$ cat config.mk
export PLATFORM = sky130hd
export DESIGN_NAME = fir_symbol_slicer
export DESIGN_NICKNAME = d
export VERILOG_FILES = /design/src/rtl/fir_pkg.sv /design/src/rtl/sym_fifo.sv /design/src/rtl/fir_symbol_slicer.sv
export SDC_FILE = /design/constraint.sdc
export NUM_CORES = 1
export LEC_CHECK = 0
export ABC_AREA = 1
export CORE_MARGIN = 1
export CORE_UTILIZATION = 47
export DETAILED_ROUTE_END_ITERATION = 10
export PLACE_DENSITY_LB_ADDON = 0.05
export SLEW_MARGIN = 10
export SYNTH_ARGS = -nofsm -noshare
export SYNTH_HDL_FRONTEND = slang
export SYNTH_HIERARCHICAL = 1
export SYNTH_SLANG_ARGS = --single-unit
export TNS_END_PERCENT = 30
$ cat constraint.sdc
create_clock -name iClk_12MHz -period 1.92 [get_ports iClk_12MHz]
set_input_delay 0.384 -clock iClk_12MHz [delete_from_list [all_inputs] [get_ports iClk_12MHz]]
set_output_delay 0.384 -clock iClk_12MHz [all_outputs]
set_load 0.05 [all_outputs]
$ cat src/rtl/fir_pkg.sv
// Shared definitions for the FIR symbol slicer: symbol limits, FSM encoding,
// parameter defaults and the saturating slice helper.
package fir_pkg;

    localparam int SYM_W     = 3;
    localparam int SYM_MIN   = -4;
    localparam int SYM_MAX   = 3;

    localparam int SPS_DEF   = 4;
    localparam int PHASE_DEF = 0;
    localparam int SKIP_DEF  = 12;
    localparam int SHIFT_DEF = 9;
    localparam int DEPTH_DEF = 4;

    typedef enum logic [1:0] {
        ST_IDLE  = 2'd0,
        ST_FLUSH = 2'd1,
        ST_RUN   = 2'd2
    } state_t;

    function automatic logic [SYM_W-1:0] sat_sym(input logic signed [16:0] v);
        if (v < SYM_MIN)
            return SYM_W'(SYM_MIN);
        else if (v > SYM_MAX)
            return SYM_W'(SYM_MAX);
        else
            return v[SYM_W-1:0];
    endfunction

endpackage

$ cat src/rtl/sym_fifo.sv
// Small synchronous FIFO holding sliced symbols; head is forced to zero when empty.
module sym_fifo #(
    parameter int DEPTH = 4,
    parameter int WIDTH = 3
) (
    input  logic             i_clk,
    input  logic             i_rsn,
    input  logic             i_push,
    input  logic [WIDTH-1:0] i_data,
    input  logic             i_pop,
    output logic [WIDTH-1:0] o_data,
    output logic             o_valid,
    output logic             o_full
);

    localparam int AW = (DEPTH < 2) ? 1 : $clog2(DEPTH);

    logic [WIDTH-1:0] r_mem [DEPTH];
    logic [AW-1:0]    r_wr;
    logic [AW-1:0]    r_rd;
    logic [AW:0]      r_cnt;
    logic             w_push;
    logic             w_pop;

    assign o_valid = (r_cnt != '0);
    assign o_full  = (r_cnt == (AW+1)'(DEPTH));
    assign o_data  = o_valid ? r_mem[r_rd] : '0;

    // A pop on the same edge frees the slot, so a push on full is still accepted.
    assign w_pop  = i_pop && o_valid;
    assign w_push = i_push && (!o_full || w_pop);

    always_ff @(posedge i_clk) begin
        if (w_push)
            r_mem[r_wr] <= i_data;
    end

    always_ff @(posedge i_clk) begin
        if (!i_rsn) begin
            r_wr  <= '0;
            r_rd  <= '0;
            r_cnt <= '0;
        end else begin
            if (w_push)
                r_wr <= r_wr + 1'b1;
            if (w_pop)
                r_rd <= r_rd + 1'b1;
            case ({w_push, w_pop})
                2'b10:   r_cnt <= r_cnt + 1'b1;
                2'b01:   r_cnt <= r_cnt - 1'b1;
                default: r_cnt <= r_cnt;
            endcase
        end
    end

endmodule

$ cat src/rtl/fir_symbol_slicer.sv
// Decimates FIR output to one sample per symbol after a start-up flush,
// slices it to a 3-bit signed symbol and queues it for the consumer.
module fir_symbol_slicer
    import fir_pkg::*;
#(
    parameter int SPS   = SPS_DEF,
    parameter int PHASE = PHASE_DEF,
    parameter int SKIP  = SKIP_DEF,
    parameter int SHIFT = SHIFT_DEF,
    parameter int DEPTH = DEPTH_DEF
) (
    input  logic              iClk_12MHz,
    input  logic              iRsn,
    input  logic              iEnSample_600kHz,
    input  logic signed [15:0] iFirOut,
    input  logic              iSlicerEn,
    output logic signed [2:0] oSymbol,
    output logic              oSymValid,
    input  logic              iSymReady,
    output logic              oOverflow,
    output logic              oBusy
);

    localparam int PW  = $clog2(SPS);
    localparam int SKW = (SKIP < 2) ? 1 : $clog2(SKIP + 1);
    localparam logic signed [16:0] ROUND = 17'sd1 <<< (SHIFT - 1);

    state_t                r_state;
    state_t                w_next;
    logic [SKW-1:0]        r_skip;
    logic [PW-1:0]         r_phase;
    logic                  r_ovf;
    logic signed [16:0]    w_ext;
    logic signed [16:0]    w_sum;
    logic signed [16:0]    w_shr;
    logic [SYM_W-1:0]      w_sym;
    logic [SYM_W-1:0]      w_head;
    logic                  w_start;
    logic                  w_push;
    logic                  w_pop;
    logic                  w_full;

    assign w_ext = {iFirOut[15], iFirOut};
    assign w_sum = w_ext + ROUND;
    assign w_shr = w_sum >>> SHIFT;
    assign w_sym = sat_sym(w_shr);

    always_ff @(posedge iClk_12MHz) begin
        if (!iRsn)
            r_state <= ST_IDLE;
        else
            r_state <= w_next;
    end

    always_comb begin
        w_next  = r_state;
        w_start = 1'b0;
        w_push  = 1'b0;
        if (!iSlicerEn) begin
            w_next = ST_IDLE;
        end else begin
            case (r_state)
                ST_IDLE: begin
                    w_start = 1'b1;
                    w_next  = (SKIP == 0) ? ST_RUN : ST_FLUSH;
                end
                ST_FLUSH: begin
                    if (iEnSample_600kHz && r_skip == SKW'(SKIP - 1))
                        w_next = ST_RUN;
                end
                ST_RUN: begin
                    w_push = iEnSample_600kHz && (r_phase == PW'(PHASE));
                end
                default: w_next = ST_IDLE;
            endcase
        end
    end

    // Counters restart on every IDLE exit; the overflow flag restarts with them.
    always_ff @(posedge iClk_12MHz) begin
        if (!iRsn) begin
            r_skip  <= '0;
            r_phase <= '0;
            r_ovf   <= 1'b0;
        end else if (w_start) begin
            r_skip  <= '0;
            r_phase <= '0;
            r_ovf   <= 1'b0;
        end else begin
            if (r_state == ST_FLUSH && iEnSample_600kHz)
                r_skip <= r_skip + 1'b1;
            if (r_state == ST_RUN && iEnSample_600kHz)
                r_phase <= (r_phase == PW'(SPS - 1)) ? '0 : r_phase + 1'b1;
            if (w_push && w_full && !w_pop)
                r_ovf <= 1'b1;
        end
    end

    assign w_pop = oSymValid && iSymReady;

    sym_fifo #(
        .DEPTH (DEPTH),
        .WIDTH (SYM_W)
    ) u_fifo (
        .i_clk   (iClk_12MHz),
        .i_rsn   (iRsn),
        .i_push  (w_push),
        .i_data  (w_sym),
        .i_pop   (iSymReady),
        .o_data  (w_head),
        .o_valid (oSymValid),
        .o_full  (w_full)
    );

    assign oSymbol   = w_head;
    assign oOverflow = r_ovf;
    assign oBusy     = (r_state != ST_IDLE);

endmodule

==> key figures, run 1 <==
STA
  • Final hold violations: 0
  • Setup ws final: 0.163 ns
  • Worst Max-Slew Pin Slew: 0.496 ns
  • Worst Skew: 0.00432 ns
  • Max_slew headroom: 66.9%
  • Max Clock Freq: 0.569 GHz
  • Slew Limit Fails: 0
  • Final setup viols: 0
  • RSZ-0062 raised after global routing: yes
  • Tcrit/Tclk final: 91.5%
  • Final Critical Period: 1.76 ns
  • Worst hold margin: 0.461 ns

Synth
  • Avg Synthesized Cell Area: 7.90 µm²
  • FF+latch count, synth: 30
  • Syn Inst Count: 206
  • Seq/Total Area, Yosys: 44.3%
  • Synth unique cells: 28
  • Top cell type's share of synthesized area: 22.1%
  • Warnings, synthesis: 6
  • Net Count, Synth: 236
  • Area leader, netlist: dfxtp_1
  • Post-Syn Area: 1630 µm²
  • Synth area leaders: dfxtp_1, edfxtp_1, nor2_1

Worst setup path
  • Largest stage delay, worst path: 0.39 ns
  • Critical path required time: 1.54 ns
  • Crit path max fanout: 4
  • Worst Path Arrival: 1.37 ns
  • Setup crit start kind: flop
  • Critical path, cell by cell: inv_1 -> nor2_1 -> o21ai_0 -> a21oi_2 -> buf_12
  • Critical path class: reg -> out
  • CP Capture Type: primary output
  • CP max stage cell: dfxtp_1

Clock network
  • Num CTS Buffers: 5
  • CTS Hold Bufs: 0
  • Clk sinks: 30
  • CTS tree: done
  • CTS H-tree lvls: 2
  • Clk buf depth: 2
  • Worst-skew pair later-pin latency: 0.33 ns
  • Clk slew on worst S/H paths: 0.09 ns
  • Root buf cell: clkbuf_4

Route
  • DR vias/cell: 4.80
  • Vias post-DR: 1405
  • DRC marker count from the first detailed-route iteration: 61
  • Drt pass-1 iters: 4
  • Residual DRC count: 0
  • WL final: 2990 µm
  • Antenna Nets Post-Route: 0
  • Drt wl/cell: 10.2 µm

GRT
  • Overflow after GRT: 0
  • Global-route usage over all layers: 19.1%
  • Vias in the first global route: 1249
  • Global-route wire length before repair: 5000 µm
  • Largest net degree at the start of global routing: 11
  • Initial antenna violation count: 0

Power and ir drop
  • Pwr/cell area: 984 nW/µm²
  • Lkg Pwr: 0.914 nW
  • Worst VDD drop: 0.610 mV

Die
  • Placement Rows: 21
  • IO Pins: 27
  • Die Span X: 60.9 µm
  • Core area: 3340 µm²
  • Die ar.: 3700 µm²
  • Initial core utilization: 48.8%
  • Die H: 60.9 µm

Job
  • Total of max-cap violations: 0

Final layout
  • Most common cell after layout, fill and taps aside: nor2_1
  • Synthesis-to-layout area growth: 27.1%
  • Fin nets: 276
  • Most frequent cells in the layout: nor2_1, nand2_1, inv_1
  • # diodes: 0
  • Share of layout cells above drive strength 1: 20.2%
  • Post-layout util: 62.0%
  • Fillers: 304

Worst hold path
  • Hold WC Path Type: reg -> reg

Place
  • Pre-CTS setup slack: -0.172 ns
  • GPL Wtd Cong: 0.760
  • IO Port Bufs: 18
  • Detail Placement HPWL: 2340 µm

Outcome
  • Status: finished clean
-- through the flow --
stage                     cells  TNS [ns]  power (mW)  instance area (µm²)
after floorplan             206   -0.0610        1.32                 1630
after detailed placement    285     -1.95        1.67                 2000
final                       293         0        2.04                 2070
after CTS                   293         0        2.03                 2050
after global placement      285     -1.51        1.66                 2000
after global routing        293   -0.0603        2.17                 2070
-- worst max-delay path, delay by kind of cell, from the launching register on --
kind | cells | cell delay (ns)
DFF | 1 | 0.39
and+or+nand+nor | 1 | 0.10
AOI/OAI and AO/OA | 2 | 0.30
buffers and inverters | 2 | 0.25
-- power by group --
part	switching (mW)	internal [mW]
combinational	0.554	0.368
sequential	0.0447	0.715
clock	0.218	0.136
-- area by class of cell --
type	instances	area, µm²	area share, %
Clock buffer	5	37.5	1.81
Clock inverter	3	16.3	0.786
Inverter	35	131	6.35
Multi-Input combinational cell	140	776	37.5
Sequential cell	30	723	34.9
Tap cell	46	57.6	2.78
Timing Repair Buffer	34	328	15.8
-- worst paths after layout --
kind | slack [ns] | to | from | cells after the start
min reg2reg | 0.46 | r_state[0]$_SDFFE_PN0P_ | r_state[1]$_SDFFE_PN0P_ | 1
max | 0.16 | oSymbol[1] | flop | 5
max reg2reg | 0.20 | u_fifo/r_cnt[2]$_SDFFE_PN0P_ | r_phase[0]$_SDFFE_PP0P_ | 11
min | 0.46 | r_state[0]$_SDFFE_PN0P_ | r_state[1]$_SDFFE_PN0P_ | 1
-- routing by layer --
| layer | global-route usage (%) | wire, µm | vias to the layer above |
|---|---|---|---|
| li1 | - | - | 748 |
| met1 | 21.6 | 1360 | 630 |
| met2 | 31.7 | 1460 | 19 |
| met3 | 6.61 | 105 | 8 |
| met4 | 10.1 | 65 | 0 |
| met5 | 0 | 0 | - |
-- what timing repair did --
action,4_1_cts,5_1_grt
resized for setup,0,6
setup buffers,0,0
endpoints found under the setup margin,0,9
-- cell usage after synthesis, drive strengths merged --
master / n
nor3: 3
buf: 1
nor2: 39
dfxtp: 18
nand2: 38
ha: 8
fa: 1
a211oi: 1
a311oi: 1
a21boi: 1
nand4: 4
xor2: 1
xnor2: 1
inv: 35
o21ai: 13
o21bai: 1
a21oi: 16
edfxtp: 12
nand3: 11
a31oi: 1
-- state kept, by name, summed over array words and instances (netlist names), named ones only --
signal        flops
u_fifo/r_mem     12
r_skip            4
u_fifo/r_cnt      3
r_phase           2
r_state           2
u_fifo/r_rd       2
u_fifo/r_wr       2
oOverflow         1
-- logic make-up (layout without fill, tap and decap cells) --
kind of cell	count (synthesis)	after routing	share of synthesized area, %
DFF	30	30	44.3
adders and majority gates	9	9	7.38
and+or+nand+nor	95	95	26.4
buffers and inverters	36	77	8.76
AOI/OAI and AO/OA	34	34	12.1
xor gates and xnor gates	2	2	1.08
(Power assumes the default switching activity.)
==> inputs of run 2 (changes only) <==
--- a/config.mk
+++ b/config.mk
@@ -7,7 +7,7 @@
 export LEC_CHECK = 0
 export ABC_AREA = 1
 export CORE_MARGIN = 1
-export CORE_UTILIZATION = 47
+export CORE_UTILIZATION = 25
 export DETAILED_ROUTE_END_ITERATION = 10
 export PLACE_DENSITY_LB_ADDON = 0.05
 export SLEW_MARGIN = 10
==> key figures, run 2 (synthesis gave the netlist of run 1 again) <==
Worst setup path
  • Crit path max fanout: 2
  • R2r setup slk: 0.19 ns
  • Worst Reg-to-Reg Cells: 11
  • Worst R2R End: u_fifo/r_cnt[2]$_SDFFE_PN0P_
  • Reg-to-Reg Start: r_phase[0]$_SDFFE_PP0P_
  • Critical path, cell by cell: clkdlybuf4s50_1
  • CP max stage cell: clkdlybuf4s50_1
  • Largest stage delay, worst path: 0.81 ns
  • Critical path required time: 1.54 ns
  • Critical path endpoint: oOverflow
  • Worst Path Arrival: 1.42 ns
  • Top delay family on crit path: buffers and inverters
  • Crit path from: oOverflow$_SDFFE_PP0P_
  • CP Capture Type: primary output
  • Setup crit start kind: flop
  • Worst Path Buf+Inv: 1
  • WP depth: 1
  • Critical path class: reg -> out

Worst hold path
  • Hold WC Path Type: reg -> reg
  • Hold Path Depth: 2

Place
  • Placed insts: 322
  • GPL Wtd Cong: 0.727
  • IO Port Bufs: 18
  • Detail Placement HPWL: 2640 µm

Clock network
  • Root buf cell: clkbuf_8
  • Num CTS Buffers: 5
  • CTS H-tree lvls: 2
  • CTS tree: done
  • Clk buf depth: 2
  • Clk slew on worst S/H paths: 0.07 ns
  • CTS Hold Bufs: 0
  • Worst-skew pair later-pin latency: 0.28 ns
  • Clk sinks: 30

GRT
  • Initial antenna violation count: 0
  • Global-route usage over all layers: 11.5%
  • Global-route wire length before repair: 5750 µm
  • Overflow after GRT: 0
  • Vias in the first global route: 1283
  • Largest net degree at the start of global routing: 11

Die
  • Core area: 6310 µm²
  • IO Pins: 27
  • Die ar.: 6840 µm²
  • Die Span X: 82.7 µm
  • Die H: 82.7 µm
  • Placement Rows: 29
  • Initial core utilization: 25.8%

Route
  • Residual DRC count: 0
  • Wl on met1: 1640 µm
  • Drt pass-1 iters: 4
  • DR vias/cell: 4.19
  • DRC marker count from the first detailed-route iteration: 36
  • Drt wl/cell: 10.2 µm
  • Met3 WL post-DR: 114 µm
  • Antenna Nets Post-Route: 0
  • WL met2: 1550 µm
  • Top sig layer: met4
  • WL final: 3370 µm
  • Vias post-DR: 1384

Final layout
  • Synthesis-to-layout area growth: 34.2%
  • Fin nets: 282
  • Largest register FFs: 12
  • Top reg by flops: u_fifo/r_mem
  • Share of layout cells above drive strength 1: 21.7%
  • Most frequent cells in the layout: nor2_1, nand2_1, inv_1
  • Most common cell after layout, fill and taps aside: nor2_1
  • # diodes: 0
  • Largest registers: u_fifo/r_mem (12), r_skip (4), u_fifo/r_cnt (3)
  • Final cell count without fillers: 330

STA
  • Final Critical Period: 1.81 ns
  • Worst Max-Slew Pin Slew: 0.490 ns
  • Final setup viols: 0
  • RSZ-0062 raised after global routing: no
  • Slew Limit Fails: 0
  • Max Clock Freq: 0.554 GHz
  • Max_slew headroom: 67.2%
  • Worst Skew: 0.00700 ns
  • Final hold violations: 0
  • Worst hold margin: 0.462 ns
  • Tcrit/Tclk final: 94.1%

Power and ir drop
  • Lkg Pwr: 0.960 nW
  • Worst VDD drop: 0.313 mV
  • Pwr/cell area: 999 nW/µm²

Job
  • Total of max-cap violations: 0

Outcome
  • Status: finished clean
==> run 2: cell types whose count changed in the layout (fill, tap and decap cells not counted), sizes merged <==
cell | previous run | this run
buf | 21 | 27
clkdlybuf4s50 | 12 | 10
dlymetal6s2s | 1 | 3
==> run 2: power breakdown <==
part	switching [mW]	total (mW)	leakage (nW)	internal [mW]
registers	0.0445	0.760	0.254	0.716
clock network	0.237	0.485	0.0416	0.247
logic	0.558	0.936	0.664	0.378
total	0.840	2.18	0.960	1.34
==> run 2: final cells by class <==
| class | instances | area, µm² |
|---|---|---|
| flip-flops and latches | 30 | 723 |
| repair buffers | 40 | 378 |
| clock buffers | 5 | 68.8 |
| clock inverters | 3 | 16.3 |
| inverters | 35 | 131 |
| fillers | 691 | 4130 |
| multi-input cells | 140 | 771 |
| well taps | 77 | 96.3 |
==> run 2: repair_timing <==
action	CTS	global route
gates resized for setup	0	7
buffers inserted	0	0
endpoints found under the setup margin	0	12
==> run 2: through the flow <==
stage                     TNS, ns  utilization (%)  power [mW]  setup slack, ns  cell area, µm²
after floorplan           -0.0610                -        1.32          -0.0203            1630
after CTS                       0             34.3        2.22           0.0445            2170
after global routing            0             34.6        2.33           0.0108            2180
after global placement      -3.12             33.0        1.72           -0.249            2080
final                           0             34.6        2.18            0.114            2180
after detailed placement    -3.05             33.0        1.71           -0.241            2080
==> run 2: how the worst min path moves through the flow <==
stage	start	to	slack (ns)
detailed placement	r_state[1]$_SDFFE_PN0P_	r_state[0]$_SDFFE_PN0P_	0.44
floorplan	r_state[1]$_SDFFE_PN0P_	r_state[0]$_SDFFE_PN0P_	0.42
finish	u_fifo/r_rd[1]$_SDFFE_PN0P_	flop	0.46
CTS	r_state[1]$_SDFFE_PN0P_	r_state[0]$_SDFFE_PN0P_	0.46
global route	u_fifo/r_rd[0]$_SDFFE_PN0P_	flop	0.49
global placement	r_state[1]$_SDFFE_PN0P_	r_state[0]$_SDFFE_PN0P_	0.43
==> run 2: layer usage <==
metal / global-route usage, % / up-vias
li1: - / 753
met1: 13.2 / 606
met2: 19.8 / 20
met3: 3.30 / 5
met4: 4.66 / 0
met5: 0 / -
==> run 2: worst min-delay path, stage by stage (launching register included) <==
cell	delay [ns]
dfxtp_1	0.30
inv_1	0.06
a21oi_1	0.07
